[src/rtl/regfile_wr_arbiter.sv]
// -----------------------------------------------------------------------------
// regfile_wr_arbiter
//
// Round-robin write-port arbiter in front of the register file (a bank of
// reg_no_rst registers). Up to NUM_REQ sources present level write requests;
// one is granted per cycle, and the grant drives a one-hot register enable plus
// a shared data bus into the bank. Writes to x0 are dropped (and flagged),
// writes beyond the last implemented register are silently ignored, and every
// write that lands in registers 1..NUM_REGS-1 is counted.
//
// Ports
//   CLK        clock, all state updates on posedge
//   RST_N      asynchronous active-low reset
//   STALL      high blocks new grants (a grant already issued is not cancelled)
//   REQ        per-requester write request, held until GNT is seen
//   ADDR       packed target addresses, requester i at [i*ADDR_W +: ADDR_W]
//   WDATA      packed write data, requester i at [i*REG_SIZE +: REG_SIZE]
//   GNT        registered one-hot grant, one-cycle pulse
//   REG_ENA    registered one-hot register enable into the bank
//   REG_DATA   registered write data into the bank (holds when idle)
//   ZERO_DROP  one-cycle pulse: the granted write targeted x0 and was discarded
//   WR_CNT     16-bit wrapping count of writes committed to registers 1..N-1
// -----------------------------------------------------------------------------
module regfile_wr_arbiter #(
   parameter int NUM_REQ  = 4,
   parameter int REG_SIZE = 32,
   parameter int NUM_REGS = 32,
   parameter int ADDR_W   = 5
) (
   input  logic                         CLK,
   input  logic                         RST_N,
   input  logic                         STALL,
   input  logic [NUM_REQ-1:0]           REQ,
   input  logic [NUM_REQ*ADDR_W-1:0]    ADDR,
   input  logic [NUM_REQ*REG_SIZE-1:0]  WDATA,
   output logic [NUM_REQ-1:0]           GNT,
   output logic [NUM_REGS-1:0]          REG_ENA,
   output logic [REG_SIZE-1:0]          REG_DATA,
   output logic                         ZERO_DROP,
   output logic [15:0]                  WR_CNT
);

   localparam int PTR_W = (NUM_REQ > 1) ? $clog2(NUM_REQ) : 1;
   // One extra bit so the range compare cannot overflow when NUM_REGS == 2**ADDR_W.
   localparam logic [ADDR_W:0] NUM_REGS_W = (ADDR_W+1)'(NUM_REGS);
   localparam logic [PTR_W-1:0] LAST_REQ  = PTR_W'(NUM_REQ - 1);

   // State
   logic [NUM_REQ-1:0]  gnt_reg,       gnt_next;
   logic [NUM_REGS-1:0] reg_ena_reg,   reg_ena_next;
   logic [REG_SIZE-1:0] reg_data_reg,  reg_data_next;
   logic                zero_drop_reg, zero_drop_next;
   logic [15:0]         wr_cnt_reg,    wr_cnt_next;
   logic [PTR_W-1:0]    ptr_reg,       ptr_next;

   // Unpacked views of the per-requester address/data slices
   logic [ADDR_W-1:0]   req_addr [NUM_REQ];
   logic [REG_SIZE-1:0] req_data [NUM_REQ];

   generate
      for (genvar gi = 0; gi < NUM_REQ; gi++) begin : g_unpack
         assign req_addr[gi] = ADDR[gi*ADDR_W +: ADDR_W];
         assign req_data[gi] = WDATA[gi*REG_SIZE +: REG_SIZE];
      end
   endgenerate

   // Winner selection: first eligible requester at or after the pointer,
   // wrapping. The source granted this cycle is masked out so that a requester
   // still holding REQ while it sees GNT cannot be granted twice in a row.
   logic [NUM_REQ-1:0] eligible;
   logic               win_valid;
   logic [PTR_W-1:0]   win_idx;

   always_comb begin
      eligible  = REQ & ~gnt_reg;
      win_valid = 1'b0;
      win_idx   = '0;
      for (int off = 0; off < NUM_REQ; off++) begin
         int idx;
         idx = int'(ptr_reg) + off;
         if (idx >= NUM_REQ) idx = idx - NUM_REQ;
         if (!win_valid && eligible[idx]) begin
            win_valid = 1'b1;
            win_idx   = PTR_W'(idx);
         end
      end
   end

   logic [ADDR_W-1:0]   win_addr;
   logic [REG_SIZE-1:0] win_data;
   logic                addr_zero;
   logic                addr_in_range;

   assign win_addr      = req_addr[win_idx];
   assign win_data      = req_data[win_idx];
   assign addr_zero     = (win_addr == '0);
   assign addr_in_range = ({1'b0, win_addr} < NUM_REGS_W);

   // Address decode into the bank; x0 never gets an enable line.
   logic [NUM_REGS-1:0] ena_dec;

   generate
      for (genvar gi = 0; gi < NUM_REGS; gi++) begin : g_dec
         if (gi == 0) begin : g_x0
            assign ena_dec[gi] = 1'b0;
         end else begin : g_xn
            assign ena_dec[gi] = (win_addr == ADDR_W'(gi));
         end
      end
   endgenerate

   // Next-state logic
   always_comb begin
      gnt_next       = '0;
      reg_ena_next   = '0;
      zero_drop_next = 1'b0;
      reg_data_next  = reg_data_reg;
      wr_cnt_next    = wr_cnt_reg;
      ptr_next       = ptr_reg;

      if (win_valid && !STALL) begin
         gnt_next[win_idx] = 1'b1;
         reg_data_next     = win_data;
         ptr_next          = (win_idx == LAST_REQ) ? '0 : win_idx + 1'b1;
         if (addr_zero) begin
            zero_drop_next = 1'b1;
         end else if (addr_in_range) begin
            reg_ena_next = ena_dec;
            wr_cnt_next  = wr_cnt_reg + 16'd1;
         end
         // Out-of-range targets: grant is issued, nothing is written or counted.
      end
   end

   always_ff @(posedge CLK or negedge RST_N) begin
      if (!RST_N) begin
         gnt_reg       <= '0;
         reg_ena_reg   <= '0;
         reg_data_reg  <= '0;
         zero_drop_reg <= 1'b0;
         wr_cnt_reg    <= '0;
         ptr_reg       <= '0;
      end else begin
         gnt_reg       <= gnt_next;
         reg_ena_reg   <= reg_ena_next;
         reg_data_reg  <= reg_data_next;
         zero_drop_reg <= zero_drop_next;
         wr_cnt_reg    <= wr_cnt_next;
         ptr_reg       <= ptr_next;
      end
   end

   assign GNT       = gnt_reg;
   assign REG_ENA   = reg_ena_reg;
   assign REG_DATA  = reg_data_reg;
   assign ZERO_DROP = zero_drop_reg;
   assign WR_CNT    = wr_cnt_reg;

endmodule

[config.mk]
export PLATFORM = sky130hd
export DESIGN_NAME = regfile_wr_arbiter
export DESIGN_NICKNAME = d
export VERILOG_FILES = /design/src/rtl/regfile_wr_arbiter.sv
export SDC_FILE = /design/constraint.sdc
export NUM_CORES = 1
export LEC_CHECK = 0
export CAP_MARGIN = 20
export CORE_MARGIN = 10
export CORE_UTILIZATION = 42
export CTS_BUF_LIST = sky130_fd_sc_hd__clkbuf_16
export DETAILED_ROUTE_END_ITERATION = 10
export HOLD_SLACK_MARGIN = 0.08
export PLACE_DENSITY_LB_ADDON = 0.05
export SLEW_MARGIN = 25
export SYNTH_ARGS = -nofsm -noshare
export SYNTH_HDL_FRONTEND = slang
export SYNTH_SLANG_ARGS = --single-unit
[constraint.sdc]
create_clock -name CLK -period 3 [get_ports CLK]
set_clock_uncertainty 0.1 [all_clocks]
set_input_delay 0.45 -clock CLK [delete_from_list [all_inputs] [get_ports CLK]]
set_output_delay 0.45 -clock CLK [all_outputs]
set_load 0.05 [all_outputs]
==> impl_results.md, run 1 <==
* Fill count at 966
* Top post-synthesis cells by area: dfrtp_1 43%, nand2_1 6.1%, a311oi_1 5.7%
* Final core occ at about two thirds
* Core outline area at between 10000 and 15000 µm²
* ANT cells at 0
* CTS Sinks at 86
* Max Root-Sink Buffers at 2
* Worst-Skew Late Latency at 350 ps
* I/O Pins at between 200 and 250
* Routed WL at roughly 19000 µm
* DRT Pass-1 Iters at 5
* Iteration-0 DRC Markers at 325
* Post-DP HPWL at between 10000 and 15000 µm
* TritonCTS clock tree: done
* Top FF cell, synth: dfrtp_1
* CTS clock-pin slew for the worst setup and hold paths at roughly 70 ps
* Remaining Overflow, GRT at 0
* Max cap viols at 0
* Antenna Nets Post-Route at 0
* Non-filler cells, final at between 900 and 1000
* Die width at between 100 and 150 µm
* Die Area at 16800 µm²
* Register area share after synthesis at 42.6%
* Final setup fails at 0
* Final hold violations at 0
* Vias post-DR at roughly 5200
* Worst setup SP type: primary input
* Status: completed
* Post-synth top area cell: dfrtp_1
* Reg2Reg Depth at 10
* Ranking of synthesized cells by instance count: 86 x dfrtp_1, 82 x nand2_1, 41 x and3_1
* Post-synth top area share at 42.6%
* Fmax at around 350 MHz
* Synth warn at 0
* Share of cells above drive strength 1 at between 10% and 20%
* Max-slew headroom at ~48%
* Static Leak at 3.69 nW
* Netlist cell types at 64
* Vias in the first global route at 5291
* CP required at roughly 3200 ps
* First-pass GRT wire length at 28800 µm
* FF+latch count, synth at 86
* Kind of critical path: primary input to flop
* Port bufs at around 240
* CTS root buf: clkbuf_16
* Placed Instances at about 900
* Max-slew violation count at 0
* Period utilisation layout at between 90% and 100%
* Slew @ Worst Pin at between 700 and 800 ps
* Total power at 7.41 mW
* Critical path arrival at ~3100 ps
* Gate Count Post-Synth at 522
* Power per Cell Area at approximately 910 nW/µm²
* Worst VDD drop at 0.000468 V
* Multi-input gate area at roughly 2700 µm²
* Vert. Die Dim at ~130 µm
* Syn Area/Cell at around 9.7 µm²
* Share of synthesized registers carrying an async set or reset at 100%
* Syn_nets at 682
* Mapped cell area at ~5000 µm²
* Starting Density at 42.4%
* RSZ-0062 raised after global routing: false
* Sequential Area at roughly 2200 µm²
* Most frequent cell after synthesis: dfrtp_1
* Max FFs per register at 32
* Initial antenna violation count at 0
* Drt wl/cell at around 20 µm
* H-tree Lvls at 3
* Final Net Count at roughly 940
* EDFF count, synth at 0
* DRC at 0
* CTS Buf Count at 9
* GRT Util Overall at 21.8%
* Largest net degree at the start of global routing at between 80 and 90
* Routed vias/inst at 5.59
* P&R area growth vs syn at 61.8%
* Crit end category: flop
* Hold/Removal Path Class: primary input to async pin
* # hold bufs at CTS at 0
* Final Critical Period at 2890 ps
* Site Rows at 40
* Routability congestion estimate at about 0.84
* Maximum fanout along the worst path at 18
[path summary, 6_finish.rpt]
| path | slack (ps) | from | endpoint |
|---|---|---|---|
| max | 110 | REQ[2] | REG_ENA[29] |
| min | 70 | RST_N | REG_ENA[26] |
| max reg2reg | 280 | ptr_reg[1] | REG_ENA[29] |
| min reg2reg | 380 | REG_DATA[22] | REG_DATA[22] |
| max in group asynchronous | 2210 | RST_N | REG_DATA[7] |
| min in group CLK | 380 | REG_DATA[22] | REG_DATA[22] |
[layout by cell type, fill, tap and decap left out, types with 11 or more instances in the layout]
cell type / netlist / routed
nand3_1: 11 / 11
nor2_1: 16 / 16
nand2_1: 82 / 82
a21o_1: 32 / 32
clkdlybuf4s50_1: 0 / 237
nor3_2: 12 / 12
buf_4: 6 / 44
a311oi_1: 33 / 33
a211oi_1: 34 / 34
and3_1: 41 / 41
xor2_1: 15 / 15
dfrtp_1: 86 / 86
nor3_1: 28 / 28
[repair_timing]
item	4_1_cts	5_1_grt
buffers inserted	0	3
endpoints found under the setup margin	0	2
gates resized for setup	0	1
[final cells by class]
class,count,area share [%]
clock buffers,9,2.75
flip-flops and latches,86,26.3
inverters,3,0.199
well taps,147,2.25
repair buffers,289,34.9
clock inverters,7,0.934
multi-input cells,388,32.6
[through the flow]
| step | hold WS, ps | worst slack, ps | TNS, ps | area, µm² |
|---|---|---|---|---|
| floorplan | 54.4 | 339 | 0 | 5050 |
| global placement | 359 | -75.3 | -587 | 7840 |
| detailed placement | 365 | -141 | -2800 | 7850 |
| CTS | 101 | 201 | 0 | 8150 |
| global route | 127 | 14.5 | 0 | 8180 |
| finish | 67.8 | 108 | 0 | 8180 |
[power by group]
group / internal (mW) / leakage, nW / total (mW) / switching (mW)
Clock: 0.592 / 0.149 / 1.12 / 0.524
Combinational: 1.77 / 2.42 / 4.60 / 2.84
Sequential: 1.48 / 1.12 / 1.69 / 0.208
[cell families after synthesis]
family	share of synthesized area, %
xor+xnor	2.60
simple gates	23.0
mux	1.39
compound gates	24.2
other cells	0.0742
buf+inv	4.98
fa+ha+maj	1.24
flops	42.6
[critical path, cell delays in order]
cell	delay (ps)
clkdlybuf4s50_1	510
or3b_4	410
buf_4	150
o311ai_4	60
buf_4	210
buf_12	150
nand3_1	130
buf_4	170
a221oi_1	330
a31oi_2	180
nor3_1	270
[per-layer routing]
metal / up-vias / part of all wire, % / global-route usage [%]
met5: - / 0 / 0
met2: 199 / 48 / 35.3
li1: 2462 / - / -
met3: 26 / 8.4 / 7.10
met4: 0 / 2.4 / 8.07
met1: 2507 / 41 / 26.5
Power figures use the tool's default switching activity.
==> run 2, diff against run 1 <==
--- a/config.mk
+++ b/config.mk
@@ -10,7 +10,7 @@
 export CORE_UTILIZATION = 42
 export CTS_BUF_LIST = sky130_fd_sc_hd__clkbuf_16
 export DETAILED_ROUTE_END_ITERATION = 10
-export HOLD_SLACK_MARGIN = 0.08
+export HOLD_SLACK_MARGIN = 0.02
 export PLACE_DENSITY_LB_ADDON = 0.05
 export SLEW_MARGIN = 25
 export SYNTH_ARGS = -nofsm -noshare
==> results of run 2 <==
Final layout, timing and power as in run 1 (identical DEF).
==> run 3, diff against run 2 <==
--- a/config.mk
+++ b/config.mk
@@ -5,13 +5,13 @@
 export SDC_FILE = /design/constraint.sdc
 export NUM_CORES = 1
 export LEC_CHECK = 0
-export CAP_MARGIN = 20
 export CORE_MARGIN = 10
 export CORE_UTILIZATION = 42
 export CTS_BUF_LIST = sky130_fd_sc_hd__clkbuf_16
 export DETAILED_ROUTE_END_ITERATION = 10
 export HOLD_SLACK_MARGIN = 0.02
 export PLACE_DENSITY_LB_ADDON = 0.05
+export SKIP_LAST_GASP = 1
 export SLEW_MARGIN = 25
 export SYNTH_ARGS = -nofsm -noshare
 export SYNTH_HDL_FRONTEND = slang
==> results of run 3 <==
Final layout, timing and power as in run 1 (identical DEF).
